**config.mk**
```make
export PLATFORM = sky130hd
export DESIGN_NAME = uart_mem_loader
export DESIGN_NICKNAME = d
export VERILOG_FILES = /design/src/rtl/uart_mem_loader.sv
export SDC_FILE = /design/constraint.sdc
export NUM_CORES = 1
export LEC_CHECK = 0
export ABC_AREA = 0
export CAP_MARGIN = 20
export CELL_PAD_IN_SITES_DETAIL_PLACEMENT = 0
export CELL_PAD_IN_SITES_GLOBAL_PLACEMENT = 1
export CORE_AREA = 2 2 141 143
export DETAILED_ROUTE_END_ITERATION = 16
export DIE_AREA = 0 0 143 145
export GPL_TIMING_DRIVEN = 0
export PLACE_DENSITY_LB_ADDON = 0.25
export SLEW_MARGIN = 20
export SYNTH_ARGS = -nofsm -noshare
export SYNTH_HDL_FRONTEND = slang
export SYNTH_SLANG_ARGS = --single-unit
export TNS_END_PERCENT = 1
```
**constraint.sdc**
```tcl
create_clock -name clk -period 2.73 [get_ports clk]
set_clock_uncertainty 0.2 [all_clocks]
set_input_delay 0.4095 -clock clk [delete_from_list [all_inputs] [get_ports clk]]
set_output_delay 0.4095 -clock clk [all_outputs]
set_load 0.01 [all_outputs]
```
**src/rtl/uart_mem_loader.sv**
```systemverilog
// uart_mem_loader: UART boot loader. Receives a little-endian 32-bit length followed by the
// payload, writes each payload byte to memory at LOAD_ADDR + index and holds the core in reset
// until the image is complete.
// Optional macro LOADER_CHECKSUM_EN: a trailing byte equal to the 8-bit sum of the payload is
// required before the core is released; a mismatch aborts the load.
module uart_mem_loader #(
  parameter int unsigned CLOCK_RATE = 50_000_000,
  parameter int unsigned BAUD_RATE  = 115200,
  parameter logic [31:0] LOAD_ADDR  = 32'h0000_0000,
  parameter int unsigned MAX_BYTES  = 65536
) (
  input  logic        clk,
  input  logic        rstn,
  input  logic        rx,
  output logic        mem_write,
  output logic [3:0]  mem_wmask,
  output logic [31:0] mem_wdata,
  output logic [31:0] mem_addr,
  output logic        busy,
  output logic        done,
  output logic        error,
  output logic        cpu_rstn
);

  localparam int unsigned BIT_CYCLES = CLOCK_RATE / BAUD_RATE;
  localparam int unsigned HALF       = BIT_CYCLES / 2;
  localparam int unsigned CntW       = $clog2(BIT_CYCLES + 1);
  localparam logic [CntW-1:0] BitLast  = CntW'(BIT_CYCLES - 1);
  localparam logic [CntW-1:0] HalfLast = CntW'(HALF - 1);

  typedef enum logic [1:0] {RxIdle, RxStart, RxData, RxStop} rx_state_e;

  typedef enum logic [2:0] {
    LdLen,
    LdData,
`ifdef LOADER_CHECKSUM_EN
    LdChk,
`endif
    LdDone,
    LdError
  } ld_state_e;

  logic [1:0]      rx_sync;
  logic            rx_s;
  logic            rx_prev;
  rx_state_e       rx_state;
  logic [CntW-1:0] rx_cnt;
  logic [2:0]      rx_bit;
  logic [7:0]      rx_shift;
  logic            byte_valid;
  logic            frame_err;

  ld_state_e       ld_state;
  logic [1:0]      len_cnt;
  logic [31:0]     len_q;
  logic [31:0]     len_next;
  logic [31:0]     idx;
  logic [31:0]     wr_addr;
`ifdef LOADER_CHECKSUM_EN
  logic [7:0]      sum;
`endif

  assign rx_s     = rx_sync[1];
  assign len_next = {rx_shift, len_q[31:8]};
  assign wr_addr  = LOAD_ADDR + idx;

  // Two-flop synchronizer plus one delayed copy for falling-edge detection.
  always_ff @(posedge clk) begin
    if (!rstn) begin
      rx_sync <= 2'b11;
      rx_prev <= 1'b1;
    end else begin
      rx_sync <= {rx_sync[0], rx};
      rx_prev <= rx_sync[1];
    end
  end

  // UART receiver: mid-bit sampling, LSB first, one-cycle byte_valid / frame_err pulses.
  always_ff @(posedge clk) begin
    if (!rstn) begin
      rx_state   <= RxIdle;
      rx_cnt     <= '0;
      rx_bit     <= '0;
      rx_shift   <= '0;
      byte_valid <= 1'b0;
      frame_err  <= 1'b0;
    end else begin
      byte_valid <= 1'b0;
      frame_err  <= 1'b0;
      case (rx_state)
        // Requires a high-to-low transition, so a held-low line cannot retrigger.
        RxIdle: begin
          if (rx_prev && !rx_s) begin
            rx_state <= RxStart;
            rx_cnt   <= '0;
          end
        end
        RxStart: begin
          if (rx_cnt == HalfLast) begin
            rx_cnt   <= '0;
            rx_bit   <= '0;
            rx_state <= rx_s ? RxIdle : RxData;
          end else begin
            rx_cnt <= rx_cnt + CntW'(1);
          end
        end
        RxData: begin
          if (rx_cnt == BitLast) begin
            rx_cnt   <= '0;
            rx_shift <= {rx_s, rx_shift[7:1]};
            rx_bit   <= rx_bit + 3'd1;
            if (rx_bit == 3'd7) rx_state <= RxStop;
          end else begin
            rx_cnt <= rx_cnt + CntW'(1);
          end
        end
        RxStop: begin
          if (rx_cnt == BitLast) begin
            rx_cnt     <= '0;
            byte_valid <= rx_s;
            frame_err  <= !rx_s;
            rx_state   <= RxIdle;
          end else begin
            rx_cnt <= rx_cnt + CntW'(1);
          end
        end
        default: rx_state <= RxIdle;
      endcase
    end
  end

  // Loader: length collection, byte writes and the sticky done/error outcome.
  always_ff @(posedge clk) begin
    if (!rstn) begin
      ld_state  <= LdLen;
      len_cnt   <= '0;
      len_q     <= '0;
      idx       <= '0;
      mem_write <= 1'b0;
      mem_wmask <= '0;
      mem_wdata <= '0;
      mem_addr  <= LOAD_ADDR;
      busy      <= 1'b1;
      done      <= 1'b0;
      error     <= 1'b0;
      cpu_rstn  <= 1'b0;
`ifdef LOADER_CHECKSUM_EN
      sum       <= '0;
`endif
    end else begin
      mem_write <= 1'b0;
      case (ld_state)
        LdLen: begin
          if (frame_err) begin
            ld_state <= LdError;
            error    <= 1'b1;
          end else if (byte_valid) begin
            len_q   <= len_next;
            len_cnt <= len_cnt + 2'd1;
            if (len_cnt == 2'd3) begin
              idx <= '0;
`ifdef LOADER_CHECKSUM_EN
              sum <= '0;
`endif
              if (len_next == '0) begin
`ifdef LOADER_CHECKSUM_EN
                ld_state <= LdChk;
`else
                ld_state <= LdDone;
`endif
              end else if (len_next > 32'(MAX_BYTES)) begin
                ld_state <= LdError;
                error    <= 1'b1;
              end else begin
                ld_state <= LdData;
              end
            end
          end
        end
        LdData: begin
          if (frame_err) begin
            ld_state <= LdError;
            error    <= 1'b1;
          end else if (byte_valid) begin
            mem_write <= 1'b1;
            mem_addr  <= wr_addr;
            mem_wmask <= 4'b0001 << wr_addr[1:0];
            mem_wdata <= {4{rx_shift}};
            idx       <= idx + 32'd1;
`ifdef LOADER_CHECKSUM_EN
            sum       <= sum + rx_shift;
            if (idx == len_q - 32'd1) ld_state <= LdChk;
`else
            if (idx == len_q - 32'd1) ld_state <= LdDone;
`endif
          end
        end
`ifdef LOADER_CHECKSUM_EN
        LdChk: begin
          if (frame_err || (byte_valid && rx_shift != sum)) begin
            ld_state <= LdError;
            error    <= 1'b1;
          end else if (byte_valid) begin
            ld_state <= LdDone;
          end
        end
`endif
        // Release the memory port first; the core leaves reset one cycle after done rises.
        LdDone: begin
          busy     <= 1'b0;
          done     <= 1'b1;
          cpu_rstn <= done;
        end
        LdError: ;
        default: ld_state <= LdError;
      endcase
    end
  end

endmodule
```
; Yosys cells after proc, flatten, opt, wreduce, memory -nomap -nowiden
; Cells that the tools add are included.
[op_classes]
addsub = 5
magnitude_cmp = 1
n_eq_ne = 28
shifts = 1
n_mux = 37
n_bitwise = 4
n_reduce_logical = 19
[op_table]
columns = cell, n
row1 = 32-bit two-way mux, 5
row2 = 32-bit one-hot mux with 2 select lines, 1
row3 = 32-bit by 1-bit adder with 32-bit output (second input constant), 1
row4 = 32-bit equality test, 1
row5 = 32-bit by 17-bit greater-than comparator with 1-bit output (second input constant), 1
row6 = 32-bit zero test, 1
row7 = 32-bit by 1-bit subtractor with 32-bit output (second input constant), 1
row8 = 9-bit two-way mux, 3
row9 = 9-bit one-hot mux with 3 select lines, 1
row10 = 3-bit two-way mux, 8
row11 = 2-bit inequality test (second input constant), 11
row12 = 3-bit inequality test (second input constant), 6
row13 = 2-bit two-way mux, 8
row14 = 3-bit AND reduction, 4
row15 = 6-bit AND reduction, 2
row16 = 5-bit AND reduction, 2
row17 = 9-bit by 1-bit adder with 9-bit output (second input constant), 1
row18 = 9-bit by 8-bit equality test with 1-bit output (second input constant), 1
row19 = 9-bit equality test (second input constant), 1
row20 = 3-bit one-hot mux with 3 select lines, 1
row21 = 2-bit one-hot mux with 4 select lines, 1
row22 = 1-bit two-way mux, 7
row23 = 2-bit equality test (second input constant), 3
row24 = 3-bit by 2-bit equality test with 1-bit output (second input constant), 2
row25 = other kinds (17), 22
[word_totals]
reg_bits = 169
inputBits = 3
out_inout_bits = 73
word_cells = 115

; Depth between registers and ports, before layout
[logic_depth]
depth_word = 7
ltp_mapped = 11
depth_no_buf = 10

; Least setup slack after synthesis
; OpenSTA, ideal clock, no wires.
[synth_path]
path_type = register to register
startpoint = register len_q[0]
endpoint = register ld_state[0]
setup_time_ns = 0.115
arrival_ns = 2.374
required_ns = 2.415
path_slack_ns = 0.041
stages_incl_launch_ff = 12
path_buffers = 1
path_cell_list = dfxtp_1 -> clkbuf_2 -> inv_1 -> ha_1 -> nor4b_4 -> nand3_1 -> or3_1 -> o21a_1 -> o21a_1 -> nor4b_4 -> a41oi_2 -> o21a_1
[synth_between]
elab_chain_cells = 4
[synth_lines]
columns = element, line_no
row1 = "start, declared", 55  ; logic [31:0] len_q;
row2 = "start signal, assigned", 158  ; len_q <= len_next;
row3 = 32-bit by 1-bit subtractor with 32-bit output, 194  ; if (idx == len_q - 32'd1) ld_state <= LdDone;
row4 = 32-bit equality test, 194
row5 = 3-bit inequality test (no line), n/a
row6 = 5-bit AND reduction (no line), n/a
row7 = "end signal, assigned", 182  ; ld_state <= LdError;
row8 = "end signal, assigned", 194
row9 = "end signal, assigned", 215  ; default: ld_state <= LdError;
row10 = "end, declared", 53  ; ld_state_e ld_state;
; Every way passes these cells.
; A chain may end at the register's enable or synchronous reset.

; Worst setup path in the final report
[layout_path]
startpoint = register byte_valid
endpoint = register idx[28]
[layout_between]
elab_chain_cells = 2
[layout_lines]
columns = element, line_no
row1 = "start, declared", 50  ; logic byte_valid;
row2 = "start signal, assigned", 120  ; byte_valid <= rx_s;
row3 = 2-bit inequality test (no line), n/a
row4 = 6-bit AND reduction (no line) (*), n/a
row5 = "end signal, assigned", 189  ; idx <= idx + 32'd1;
row6 = "end, declared", 57  ; logic [31:0] idx;
; Mark *: on every way between the ends. The rest lies on a longest branch, timed or not.

==> flow_summary_export.csv <==
group,metric,value,unit
synth,yosysWarningCount,0,
synth,ys_async_sr_fraction,0,%
drt,post-route-drc-count,0,
clock_network,cts_num_sinks,144,
sta,hold_violations,0,
hold_path,hold_path_class,"flip-flop to flip-flop",
synth,ys_seq_area_share,38.8,%
layout,layout.cells.non_filler,1293,
clock_network,cts_tree,"done",
sta,max_slew_violation_count,0,
global_routing,first_global_vias,5979,
drt,avgViaCountPerCell,4.90,
global_routing,grt.total_usage,19.4,%
setup_path,worst_setup_path_start_kind,"flip-flop",
die,die_height,145,um
layout,area_growth_syn_to_fin,27.2,%
synth,avgSynthCellArea,8.18,um2
synth,dominantRegCellSynth,"sky130_fd_sc_hd__dfxtp_1",
synth,synth-simple-area-share,28.1,%
drt,vias,6337,
setup_path,cp.arrival,2.87,ns
layout,num_antenna_cells,0,
setup_path,timing.critical_path.fanout_max,8,
drt,drt_pass1_iterations,4,
setup_path,rr_startpoint,"byte_valid$_SDFF_PN0_",
layout,layout_common_cells,"sky130_fd_sc_hd__nand2_1 (194), sky130_fd_sc_hd__dfxtp_1 (133), sky130_fd_sc_hd__a21boi_0 (83), sky130_fd_sc_hd__clkdlybuf4s50_1 (75), sky130_fd_sc_hd__nor2_1 (60)",
global_routing,grt_pass1_wl,31.8,mm
sta,rsz_0062_raised_after_global_routing,"yes",
setup_path,worstPathCellList,"buf_4 -> or3b_4 -> or4b_4 -> buf_6 -> nor3_4 -> nand2_2 -> or3_1 -> a21oi_1",
sta,min_period,2.71,ns
synth,netlist_instances,908,
synth,edff_count_synth,0,
synth,synth_top_family_by_area,"simple AND/OR/NAND/NOR gates",
synth,synthMuxAreaShare,2.24,%
synth,synth_cell_type_count,63,
pwr,total_power,4.59,mW
setup_path,worst_setup_path_end_kind,"flip-flop",
drt,ant_nets,0,
synth,synth-adder-area-share,1.85,%
die,die_area,20700,um2
synth,complex_gate_fraction_of_the_synthesized_area,15.0,%
clock_network,buffer_levels_on_the_longest_clock_path,2,
layout,nFillCells,1917,
placed_design,port_buffers,75,
layout,layout.cells.most_common,"sky130_fd_sc_hd__nand2_1",
sta,finalSetupViolCount,0,
layout,final_net_count,1029,
placed_design,routabilityCongestion,0.819,
placed_design,placed_area,8510,um2
setup_path,path_delay_family,"simple AND/OR/NAND/NOR gates",
synth,postSynthNetCount,922,
die,num_rows,51,
setup_path,critPathKind,"flip-flop to flip-flop",
setup_path,critical_path.n_buffers_inverters,2,
clock_network,clk_transition_reported_paths,0.06,ns
synth,netlist.top_cell.by_area,"sky130_fd_sc_hd__dfxtp_1",
job,maxCapViolCount,0,
setup_path,crit_path_max_incr_delay,0.53,ns
sta,hold_ws,0.206,ns
die,design.core.area,19200,um2
setup_path,reg2reg_depth,8,
pwr,vdd_drop_max,421,uV
drt,initialDrtViolationCount,297,
synth,post_synth_xor_area_fraction,7.31,%
layout,post-route-cell-area,9440,um2
sta,timing.final.crit_share,99.4,%
hold_path,hold_path_depth,1,
sta,timing.fmax,369,MHz
clock_network,cts-hold-fix-buffers,0,
drt,finalWirelength,19.6,mm
synth,post_synth_instance_area,7420,um2
placed_design,dpl.cell_count,1248,
synth,post-synth-top-area-fraction,38.8,%
hold_path,hold_critical_path_endpoint,"rx_sync[1]$_SDFF_PN1_",
status,run_status,"completed",
sta,worst_slew_pin_slew,0.810,ns
setup_path,cp_data_required_time,2.89,ns
clock_network,clock-root-buffer,"sky130_fd_sc_hd__clkbuf_16",
clock_network,clock_latency_reported_for_the_late_side_of_the_worst_skew_pair,0.43,ns
synth,synth-seq-cells,144,
layout,final_layout_size_suffix_gt1_share,13.5,%
global_routing,grt_max_degree,17,
setup_path,critical_path.slowest_cell,"sky130_fd_sc_hd__or4b_4",
hold_path,hold_path_startpoint,"rx_sync[0]$_SDFF_PN1_",
drt,drt-wirelength-per-cell,15.2,um
pwr,p_leak,3.43,nW
sta,relative_slew_margins,45.5,%
placed_design,hpwl,14.0,mm
global_routing,grt_antenna_before_repair,0,
synth,top_post_synthesis_cells_by_area,"sky130_fd_sc_hd__dfxtp_1 (39%), sky130_fd_sc_hd__nand2_1 (9.9%), sky130_fd_sc_hd__a21boi_0 (8.4%)",
global_routing,grt_overflow,0,
setup_path,worst_r2r_endpoint,"idx[28]$_SDFFE_PN0P_",
setup_path,timing.reg2reg.setup_slack,0.02,ns
layout,core_util_final,49.2,%
die,initial_utilization,38.7,%
die,io-pin-count,76,
die,die_x,143,um
pwr,power.density,486,nW/um2
clock_network,cts_htree_levels,4,
clock_network,clock_buffers_created_by_tritoncts,17,
==> cells in the mapped netlist, drive strengths merged, types with 4 or more instances <==
cell	number
xnor2	38
nor4b	4
nor4	18
nand2b	9
nor2b	25
xor2	24
ha	11
a21oi	17
and2	5
and3	8
nand2	196
nor3	20
or3	14
nor2	62
a211oi	4
dfxtp	144
buf	37
nand4	15
a21boi	83
clkbuf	43
inv	17
a31oi	4
o21a	8
mux2i	14
and4	4
nand3	22
o21ai	26
==> where the power goes <==
| part | total, mW | leakage, nW | internal (mW) | switching (mW) |
|---|---|---|---|---|
| logic | 0.107 | 1.97 | 0.0395 | 0.0675 |
| registers | 2.11 | 1.17 | 2.10 | 0.00475 |
| clock network | 2.38 | 0.292 | 1.42 | 0.955 |
==> worst register-to-register path, delay by kind of cell (launching register included) <==
family | cells | cell delay [ns]
AND/OR/NAND/NOR | 5 | 1.70
buffers and inverters | 2 | 0.30
flip-flops | 1 | 0.31
AO/OA/AOI/OAI | 1 | 0.13
==> layout make-up <==
class	instances	area [um2]	share of cell area (%)
buffer	73	415	4.40
clock buffer	20	467	4.94
clock inverter	12	134	1.42
inverter	17	63.8	0.676
multi-input combinational	667	4220	44.7
sequential	144	2910	30.8
tap	265	332	3.51
timing repair buffer	95	901	9.54
==> timing repair <==
action | 4_1_cts | 5_1_grt
pin swaps | 4 | 20
buffers inserted | 3 | 17
setup endpoints to repair | 8 | 23
gates resized for setup | 16 | 38
==> sequential cells by signal, indices dropped and copies added, names as in the netlist, 3 cells and up, named ones only <==
signal / count
rx_bit: 3
rx_cnt: 9
len_q: 32
mem_wmask: 4
idx: 32
mem_wdata: 8
rx_shift: 8
mem_addr: 32
==> logic make-up after synthesis <==
kind of cell / count (synthesis)
muxes: 16
AOI/OAI and AO/OA: 161
buffers and inverters: 97
and+or+nand+nor: 417
DFF: 144
xor gates and xnor gates: 62
adders and majority gates: 11
==> through the flow <==
stage | setup slack [ns] | setup TNS, ns
after floorplan | 0.0412 | 0
after global placement | -0.420 | -1.82
after detailed placement | -0.448 | -2.01
after CTS | -0.165 | -0.275
after global routing | -0.0546 | -0.191
final | 0.0172 | 0
==> per-layer routing <==
| layer | up-vias | GRT usage, % | routed length [um] |
|---|---|---|---|
| met3 | 23 | 3.30 | 489 |
| met5 | - | 0 | 0 |
| li1 | 3262 | - | - |
| met1 | 2973 | 26.7 | 9810 |
| met2 | 79 | 30.4 | 8940 |
| met4 | 0 | 7.23 | 378 |
==> worst max-delay path by stage <==
stage / from / end / cells past startpoint
6_report: byte_valid$_SDFF_PN0_ / idx[28]$_SDFFE_PN0P_ / 8
4_1_cts: len_q[0]$_SDFFE_PN0P_ / ld_state[0]$_SDFFE_PN0P_ / 12
3_5_place_dp: len_q[0]$_SDFFE_PN0P_ / ld_state[0]$_SDFFE_PN0P_ / 11
5_1_grt: len_q[0]$_SDFFE_PN0P_ / ld_state[0]$_SDFFE_PN0P_ / 11
2_1_floorplan: len_q[0]$_SDFFE_PN0P_ / ld_state[0]$_SDFFE_PN0P_ / 11
3_3_place_gp: len_q[0]$_SDFFE_PN0P_ / ld_state[0]$_SDFFE_PN0P_ / 11
Note: power is estimated with default switching activity, not from simulation.
